===== src/rtl/s2p_pkg.sv =====
// Shared definitions for the s2p serial link (p2s_tx transmitter and s2p receiver).
// No logic; keeping the word width here stops the two ends from drifting apart.
// Not applicable: package only.
package s2p_pkg;

    localparam int S2P_DW = 8;

    typedef enum logic [1:0] {
        IDLE  = 2'd0,
        SHIFT = 2'd1,
        GAP   = 2'd2
    } p2s_state_t;

endpackage


===== src/rtl/sync_fifo.sv =====
// Single-clock FIFO with wrap-bit pointers and a registered full flag.
// Latency: a pushed word is visible on rdata (empty=0) after the push edge.
// Backpressure: pushes while full and pops while empty are ignored.
module sync_fifo #(
    parameter int WIDTH = 8,
    parameter int DEPTH = 4
) (
    input  logic             clka,
    input  logic             rst,
    input  logic             push,
    input  logic [WIDTH-1:0] wdata,
    input  logic             pop,
    output logic [WIDTH-1:0] rdata,
    output logic             full,
    output logic             empty
);

    localparam int AW = $clog2(DEPTH);

    logic [AW:0]      wptr;
    logic [AW:0]      rptr;
    logic [AW:0]      wptr_nxt;
    logic [AW:0]      rptr_nxt;
    logic             do_push;
    logic             do_pop;
    logic [WIDTH-1:0] mem [DEPTH];

    assign do_push  = push & ~full;
    assign do_pop   = pop & ~empty;
    assign wptr_nxt = wptr + (AW+1)'(do_push);
    assign rptr_nxt = rptr + (AW+1)'(do_pop);

    // Pointers differ only in the wrap bit when every entry is occupied.
    assign empty = (wptr == rptr);
    assign rdata = mem[rptr[AW-1:0]];

    // Pointer and full-flag registers; full is precomputed from the next pointers.
    always_ff @(posedge clka) begin
        if (rst) begin
            wptr <= '0;
            rptr <= '0;
            full <= 1'b0;
        end else begin
            wptr <= wptr_nxt;
            rptr <= rptr_nxt;
            full <= (wptr_nxt[AW] != rptr_nxt[AW]) &&
                    (wptr_nxt[AW-1:0] == rptr_nxt[AW-1:0]);
        end
    end

    // Storage write; contents need no reset since empty guards every read.
    always_ff @(posedge clka) begin
        if (do_push) begin
            mem[wptr[AW-1:0]] <= wdata;
        end
    end

endmodule


===== src/rtl/p2s_tx.sv =====
// Parallel-to-serial transmitter: bytes become wra_n-framed MSB-first bursts for s2p.
// Latency: byte accepted into an empty FIFO while idle drives the first bit one edge later.
// Backpressure: din_ready follows !full registered; upstream holds din_valid/din until accepted.
module p2s_tx
    import s2p_pkg::*;
#(
    parameter int DW         = S2P_DW,
    parameter int FIFO_DEPTH = 4,
    parameter int GAP        = 2
) (
    input  logic          clka,
    input  logic          rst,
    input  logic          din_valid,
    output logic          din_ready,
    input  logic [DW-1:0] din,
    output logic          wra_n,
    output logic          da,
    output logic          busy
);

    localparam int BW = $clog2(DW);
    localparam int GW = $clog2(GAP + 1);
    localparam logic [BW-1:0] BIT_LAST = BW'(DW - 1);
    localparam logic [GW-1:0] GAP_LAST = GW'(GAP - 1);

    s2p_pkg::p2s_state_t state_q;
    s2p_pkg::p2s_state_t state_d;

    logic [DW-1:0] shreg_q;
    logic [DW-1:0] shreg_d;
    logic [BW-1:0] bitcnt_q;
    logic [BW-1:0] bitcnt_d;
    logic [GW-1:0] gapcnt_q;
    logic [GW-1:0] gapcnt_d;
    logic          wra_n_d;
    logic          da_d;
    logic          rst_q;

    logic          fifo_push;
    logic          fifo_pop;
    logic [DW-1:0] fifo_rdata;
    logic          fifo_full;
    logic          fifo_empty;

    // rst_q holds din_ready low for the cycle after a reset edge.
    assign din_ready = ~fifo_full & ~rst_q;
    assign fifo_push = din_valid & din_ready;

    // Built only from flops, so it drops on the edge the FSM returns to IDLE with nothing queued.
    assign busy = (state_q != s2p_pkg::IDLE) | ~fifo_empty;

    sync_fifo #(
        .WIDTH (DW),
        .DEPTH (FIFO_DEPTH)
    ) u_fifo (
        .clka  (clka),
        .rst   (rst),
        .push  (fifo_push),
        .wdata (din),
        .pop   (fifo_pop),
        .rdata (fifo_rdata),
        .full  (fifo_full),
        .empty (fifo_empty)
    );

    // Next-state logic: load a byte, shift it out MSB first, then hold the line high for GAP cycles.
    always_comb begin
        state_d  = state_q;
        shreg_d  = shreg_q;
        bitcnt_d = bitcnt_q;
        gapcnt_d = gapcnt_q;
        wra_n_d  = wra_n;
        da_d     = da;
        fifo_pop = 1'b0;

        case (state_q)
            s2p_pkg::IDLE: begin
                if (!fifo_empty) begin
                    fifo_pop = 1'b1;
                    shreg_d  = fifo_rdata;
                    da_d     = fifo_rdata[DW-1];
                    wra_n_d  = 1'b0;
                    bitcnt_d = '0;
                    state_d  = s2p_pkg::SHIFT;
                end
            end
            s2p_pkg::SHIFT: begin
                if (bitcnt_q == BIT_LAST) begin
                    wra_n_d  = 1'b1;
                    da_d     = 1'b0;
                    gapcnt_d = '0;
                    state_d  = s2p_pkg::GAP;
                end else begin
                    shreg_d  = {shreg_q[DW-2:0], 1'b0};
                    da_d     = shreg_q[DW-2];
                    bitcnt_d = bitcnt_q + BW'(1);
                end
            end
            s2p_pkg::GAP: begin
                if (gapcnt_q == GAP_LAST) begin
                    if (!fifo_empty) begin
                        fifo_pop = 1'b1;
                        shreg_d  = fifo_rdata;
                        da_d     = fifo_rdata[DW-1];
                        wra_n_d  = 1'b0;
                        bitcnt_d = '0;
                        state_d  = s2p_pkg::SHIFT;
                    end else begin
                        state_d  = s2p_pkg::IDLE;
                    end
                end else begin
                    gapcnt_d = gapcnt_q + GW'(1);
                end
            end
            default: begin
                wra_n_d = 1'b1;
                da_d    = 1'b0;
                state_d = s2p_pkg::IDLE;
            end
        endcase
    end

    // State, datapath and output registers; reset truncates any burst in flight.
    always_ff @(posedge clka) begin
        if (rst) begin
            state_q  <= s2p_pkg::IDLE;
            shreg_q  <= '0;
            bitcnt_q <= '0;
            gapcnt_q <= '0;
            wra_n    <= 1'b1;
            da       <= 1'b0;
            rst_q    <= 1'b1;
        end else begin
            state_q  <= state_d;
            shreg_q  <= shreg_d;
            bitcnt_q <= bitcnt_d;
            gapcnt_q <= gapcnt_d;
            wra_n    <= wra_n_d;
            da       <= da_d;
            rst_q    <= 1'b0;
        end
    end

endmodule

===== config.mk =====
export PLATFORM = sky130hd
export DESIGN_NAME = p2s_tx
export DESIGN_NICKNAME = d
export VERILOG_FILES = /design/src/rtl/s2p_pkg.sv /design/src/rtl/sync_fifo.sv /design/src/rtl/p2s_tx.sv
export SDC_FILE = /design/constraint.sdc
export NUM_CORES = 1
export LEC_CHECK = 0
export CAP_MARGIN = 25
export CORE_UTILIZATION = 25
export DETAILED_ROUTE_END_ITERATION = 16
export GPL_TIMING_DRIVEN = 0
export PLACE_DENSITY_LB_ADDON = 0.2
export SLEW_MARGIN = 20
export SYNTH_ARGS = -nofsm -noshare
export SYNTH_HDL_FRONTEND = slang
export SYNTH_SLANG_ARGS = --single-unit
export TNS_END_PERCENT = 10

===== constraint.sdc =====
create_clock -name clka -period 5.92 [get_ports clka]
set_input_delay 0.592 -clock clka [delete_from_list [all_inputs] [get_ports clka]]
set_output_delay 0.592 -clock clka [all_outputs]
set_load 0.02 [all_outputs]

==> out/metrics.yaml, run 1 <==
status: "complete, no violations"
report.power.total_w: 0.00120
cts_buffers: 5
timing.final.max_slew_violations: 0
die_area_um2: 9860
dieWidth_um: 99.3
drtAntennaViolNets: 0
cp_num_buf_inv: 2
seqCellArea_um2: 1440
seq_area_frac_synth: 0.609
crit_path_max_fanout: 10
n_antenna_cell: 0
setup_viol: 0
min_path_type: "reg2reg"
routedWlPerCell_um: 14.2
peakVddDrop_mv: 0.106
multiInputGateArea_um2: 863
synth_compound_area_frac: 0.0883
reg2reg_slack_ns: 3.57
synth_top_family_by_area: "simple AND/OR/NAND/NOR gates"
synthSimpleGateAreaFrac: 0.102
min_period_over_period: 0.453
layout-drive-gt1-share: 0.171
core-area_um2: 9200
critical_path.startpoint_type: "flop"
path_delay_family: "buffers and inverters"
synthXorXnorAreaFrac: 0.0328
ys_types: 41
postSynthAreaPerCell_um2: 14.0
cts_tree: "done"
synthAdderAreaFrac: 0.0370
syn-cell-area_um2: 2370
synth_edf_count: 32
yosysTopAreaCell: "edfxtp_1"
overflow: 0
area_delta_synth_final_pct: 17.7
ioPinCount: 15
post_cts_buffers: 0
crit_chain: "buf_6 > xnor2_1 > nand4b_1 > or2_2 > clkdlybuf4s50_1"
synth-seq-cells: 56
grtUsageTotal: 0.0979
synthArstFlopShare: 0
post-route-util: 0.303
antenna_found_initial: 0
crit_type: "reg2out"
worst_pin_slew_ns: 0.805
cts-root-buf: "clkbuf_8"
clkLatencyLatePin_ns: 0.31
yosys_warnings: 0
drt_iter0_drc: 72
ys.flop_type: "edfxtp_1"
path_clk_slew_ns: 0.10
synth_top_area_share: 0.406
p_per_area_nw_per_um2: 430
arrival_ns: 2.09
grt_pass1_vias: 1366
gp_congestion: 0.693
final.setup_skew_ns: 0.0108
rsz0062_at_grt: "no"
final_hold_viol_count: 0
viasPerCell: 4.45
cellLeakagePower_nw: 0.980
die_h_um: 99.3
vias: 1353
worstPathRequired_ns: 5.33
synth_cells: 169
first_pass_iters: 3
finalWirelength_um: 4320
cts.sinks: 56
htree_num_levels: 2
relSlewSlack: 0.461
synth_area_leaders: "edfxtp_1 41%, dfxtp_1 20%, mux4_2 6.7%"
cpMaxStageDelayCell: "clkdlybuf4s50_1"
endpoint_kind: "output pin"
drc: 0
crit_path_max_incr_delay_ns: 0.54
timing.fmax_mhz: 373
grt_max_degree: 19
synthMuxAreaShare: 0.100
initial_core_util: 0.257
cap_violations: 0
final_nets: 210
hold_buffers: 0
cts_resized: 0
grt_pass1_wl_um: 7300
synth_nets: 187
clockBufferDepth: 2
port_buffers: 14
place_hpwl_um: 3060
rows: 35
layout_min_cycle_time_ns: 2.68
fillCellCount: 965
setup_tns_ns: 0
## worst paths after layout
| path | from | to | depth (start not counted) |
|---|---|---|---|
| hold / removal | bitcnt_q[1]$_SDFFE_PP0P_ | bitcnt_q[1]$_SDFFE_PP0P_ | 2 |
| setup reg to reg | gapcnt_q[1]$_SDFFE_PP0P_ | u_fifo.full$_SDFF_PP0_ | 9 |
| hold reg to reg | bitcnt_q[1]$_SDFFE_PP0P_ | bitcnt_q[1]$_SDFFE_PP0P_ | 2 |
| setup / recovery | u_fifo.rptr[1]$_SDFF_PP0_ | busy | 5 |
## logic make-up (layout without fill, tap and decap cells)
kind of cell	Yosys count	in the layout
xor+xnor	8	8
mux	15	15
flops	56	56
simple gates	46	46
compound gates	25	25
fa+ha+maj	7	7
buf+inv	12	36
## state kept, by name, summed over array words and instances, names as in the netlist
name and count:
bitcnt_q 3, shreg_q 7, u_fifo.mem 32, u_fifo.rptr 3, rst_q 1, da 1
u_fifo.full 1, gapcnt_q 2, u_fifo.wptr 3, wra_n 1, state_q 2
## routing by layer
layer / track usage / vias to the layer above / share of wire
met5: 0 / - / 0
met1: 0.129 / 653 / 0.49
met3: 0.0218 / 5 / 0.026
met2: 0.157 / 18 / 0.47
met4: 0.0373 / 0 / 0.017
li1: - / 677 / -
## layout by cell type (no fill, tap or decap), types with 2 or more instances in the layout
cell type / synthesis / layout
nand3_1: 3 / 3
or2_2: 2 / 2
buf_4: 1 / 3
nand2b_1: 5 / 5
clkdlybuf4s50_1: 0 / 14
inv_1: 4 / 4
mux4_2: 7 / 7
buf_6: 3 / 3
dfxtp_1: 24 / 24
a21boi_0: 2 / 2
nor2_1: 14 / 14
xor2_1: 2 / 2
xnor2_1: 5 / 5
clkbuf_8: 0 / 5
or3_1: 2 / 2
a221oi_2: 5 / 5
nand2_1: 5 / 5
clkbuf_1: 3 / 3
nor2b_1: 6 / 6
edfxtp_1: 32 / 32
o21ai_0: 3 / 3
ha_1: 7 / 7
mux2i_1: 8 / 8
a21oi_1: 5 / 5
a2111oi_0: 2 / 2
## report_power, final
part	switching, W	internal, W
clock network	0.000128	0.000128
logic	0.000236	0.000217
registers	0.0000290	0.000461
## synth_stat cells, types with 2 or more instances
| master | count |
|---|---|
| clkbuf_1 | 3 |
| buf_6 | 3 |
| edfxtp_1 | 32 |
| nor3b_1 | 2 |
| nand2b_1 | 5 |
| or2_2 | 2 |
| a21oi_1 | 5 |
| xor2_1 | 2 |
| a221oi_2 | 5 |
| mux4_2 | 7 |
| nand2_1 | 5 |
| nand3_1 | 3 |
| dfxtp_1 | 24 |
| mux2i_1 | 8 |
| ha_1 | 7 |
| a2111oi_0 | 2 |
| nor2_1 | 14 |
| a21boi_0 | 2 |
| nor2b_1 | 6 |
| or3_1 | 2 |
| inv_1 | 4 |
| o21ai_0 | 3 |
| xnor2_1 | 5 |
## final cells by class
cell class,count,area share
Tap cell,111,0.0498
Clock buffer,5,0.0247
Clock inverter,3,0.0166
Sequential cell,56,0.517
Timing Repair Buffer,16,0.0557
Buffer,8,0.0207
Inverter,4,0.00539
Multi-Input combinational cell,101,0.310
## through the flow
| stage | cell area, um2 | instances | hold slack (ns) | worst slack (ns) |
|---|---|---|---|---|
| after global placement | 2650 | 294 | 0.459 | 3.08 |
| final | 2790 | 304 | 0.481 | 3.24 |
| after global routing | 2790 | 304 | 0.508 | 3.19 |
| after CTS | 2790 | 304 | 0.482 | 3.24 |
| after detailed placement | 2670 | 296 | 0.462 | 3.50 |
| after floorplan | 2370 | 169 | 0.447 | 3.89 |
## worst reg2reg max path: stages (launching register included)
cell     delay (ns)
dfxtp_1        0.36
inv_1          0.05
ha_1           0.19
nor2b_1        0.34
a311o_1        0.33
inv_1          0.10
ha_1           0.19
ha_1           0.29
xor2_1         0.17
nor4_1         0.25
Note: power is estimated with default switching activity, not from simulation.
==> inputs of run 2 (changes only) <==
clock period = 2.65 ns   (was 5.92 ns; I/O delays follow)
==> out/metrics.yaml, run 2 (synthesis results as in run 1) <==
path_clk_slew_ns: 0.10  # about the same
holdPathStages: 2  # unchanged
clockBufferDepth: 2  # unchanged
die_area_um2: 9860  # unchanged
min_path_type: "reg2reg"
largest_register_ffs: 32  # unchanged
regToRegStartpoint: "gapcnt_q[1]$_SDFFE_PP0P_"
relSlewSlack: 0.461  # about the same
design_area_um2: 2790  # about the same
clkLatencyLatePin_ns: 0.31  # about the same
finalWirelength_um: 4310  # -0.12%
grtUsageTotal: 0.0979  # unchanged
port_buffers: 14  # unchanged
cts_buffers: 5  # unchanged
arrival_ns: 2.09  # about the same
grt_pass1_vias: 1366  # unchanged
seqCellArea_um2: 1440  # unchanged
rows: 35  # unchanged
core-area_um2: 9200  # unchanged
drc: 0  # unchanged
worstHoldEndpoint: "bitcnt_q[1]$_SDFFE_PP0P_"
peakVddDrop_mv: 0.236  # +120%
antenna_found_initial: 0  # unchanged
ioPinCount: 15  # unchanged
placedInstanceArea_um2: 2670  # unchanged
layout_min_cycle_time_ns: 2.36
first_pass_iters: 3  # unchanged
rsz0062_at_grt: "no"
cts-root-buf: "clkbuf_8"
cap_violations: 0  # unchanged
min_period_over_period: 0.890
setup_viol: 0  # unchanged
crit_path_start: "u_fifo.rptr[1]$_SDFF_PP0_"
grt_pass1_wl_um: 7300  # unchanged
overflow: 0  # unchanged
crit_type: "reg2out"
endpoint_kind: "output pin"
grt_max_degree: 19  # unchanged
n_antenna_cell: 0  # unchanged
fin_ws_ns: 0.291  # -2.95 ns
cellLeakagePower_nw: 0.980  # about the same
final_hold_viol_count: 0  # unchanged
reg2reg_slack_ns: 0.40  # -3.17 ns
gp_congestion: 0.693  # unchanged
worstPathRequired_ns: 2.38  # -2.95 ns
report.power.total_w: 0.00268  # +120%
multiInputGateArea_um2: 866  # +0.29%
post_cts_buffers: 0  # unchanged
r2r_cells: 9  # unchanged
mostFrequentLayoutCell: "edfxtp_1"
dpl.cell_count: 296  # unchanged
timing.fmax_mhz: 424
critical_path.startpoint_type: "flop"
fillCellCount: 967  # +0.21%
final_cell_count_no_fill: 304  # unchanged
routedWlPerCell_um: 14.2  # -0.12%
area_delta_synth_final_pct: 17.8  # about the same
status: "complete, no violations"
mostFrequentLayoutCells: "32 x edfxtp_1, 24 x dfxtp_1, 14 x nor2_1, 14 x clkdlybuf4s50_1, 8 x mux2i_1"
p_per_area_nw_per_um2: 961  # +120%
drtAntennaViolNets: 0  # unchanged
hold_buffers: 0  # unchanged
layout-drive-gt1-share: 0.176  # +0.00518
post-place-ws_ns: 0.315  # -3.18 ns
place_hpwl_um: 3060  # unchanged
drt_iter0_drc: 72  # unchanged
crit_path_max_fanout: 10  # unchanged
setup_tns_ns: 0  # unchanged
cts_tree: "done"
timing.final.max_slew_violations: 0  # unchanged
rr_endpoint: "u_fifo.full$_SDFF_PP0_"
viasPerCell: 4.45  # unchanged
dieWidth_um: 99.3  # unchanged
cts.sinks: 56  # unchanged
initial_core_util: 0.257  # unchanged
htree_num_levels: 2  # unchanged
final.setup_skew_ns: 0.0116  # +0.000831 ns
worst_pin_slew_ns: 0.805  # +0.000000834 ns
vias: 1353  # unchanged
hold_start: "bitcnt_q[1]$_SDFFE_PP0P_"
die_h_um: 99.3  # unchanged
final_nets: 210  # unchanged
run 2: layout make-up:
class	count	share of cell area
clock inverter	3	0.0166
sequential	56	0.517
multi-input combinational	101	0.310
timing repair buffer	16	0.0556
buffer	8	0.0206
clock buffer	5	0.0247
tap	111	0.0498
inverter	4	0.00538
run 2: stage by stage:
stage	hold WS [ns]	utilization
2_1_floorplan	0.293	-
3_3_place_gp	0.459	0.288
3_5_place_dp	0.462	0.290
4_1_cts	0.482	0.303
5_1_grt	0.508	0.303
6_report	0.480	0.303
run 2: critical path: stages (launching register included):
cell and delay [ns]:
dfxtp_1 0.33, buf_6 0.15, xnor2_1 0.28, nand4b_1 0.18, or2_2 0.31, clkdlybuf4s50_1 0.54
run 2: report_power, final:
| part | internal, W | switching (W) | total (W) |
|---|---|---|---|
| Combinational | 0.000486 | 0.000529 | 0.00102 |
| Clock | 0.000285 | 0.000286 | 0.000571 |
| Sequential | 0.00103 | 0.0000650 | 0.00109 |
| Total | 0.00180 | 0.000880 | 0.00268 |
run 2: per-layer routing:
| layer | global-route usage | wire length, um | vias to the layer above |
|---|---|---|---|
| met5 | 0 | 0 | - |
| met2 | 0.157 | 2050 | 18 |
| met3 | 0.0218 | 111 | 5 |
| met1 | 0.129 | 2080 | 655 |
| met4 | 0.0373 | 73 | 0 |
| li1 | - | - | 675 |
run 2: worst max path at each step:
stage                                       to
global placement    u_fifo.mem[1][4]$_DFFE_PP_
finish                                    busy
CTS                     u_fifo.full$_SDFF_PP0_
detailed placement      u_fifo.full$_SDFF_PP0_
floorplan               u_fifo.full$_SDFF_PP0_
global route            u_fifo.full$_SDFF_PP0_
run 2: timing repair:
item,4_1_cts,5_1_grt
setup endpoints to repair,0,1
endpoints found under the hold margin,0,0
gates resized for setup,0,1
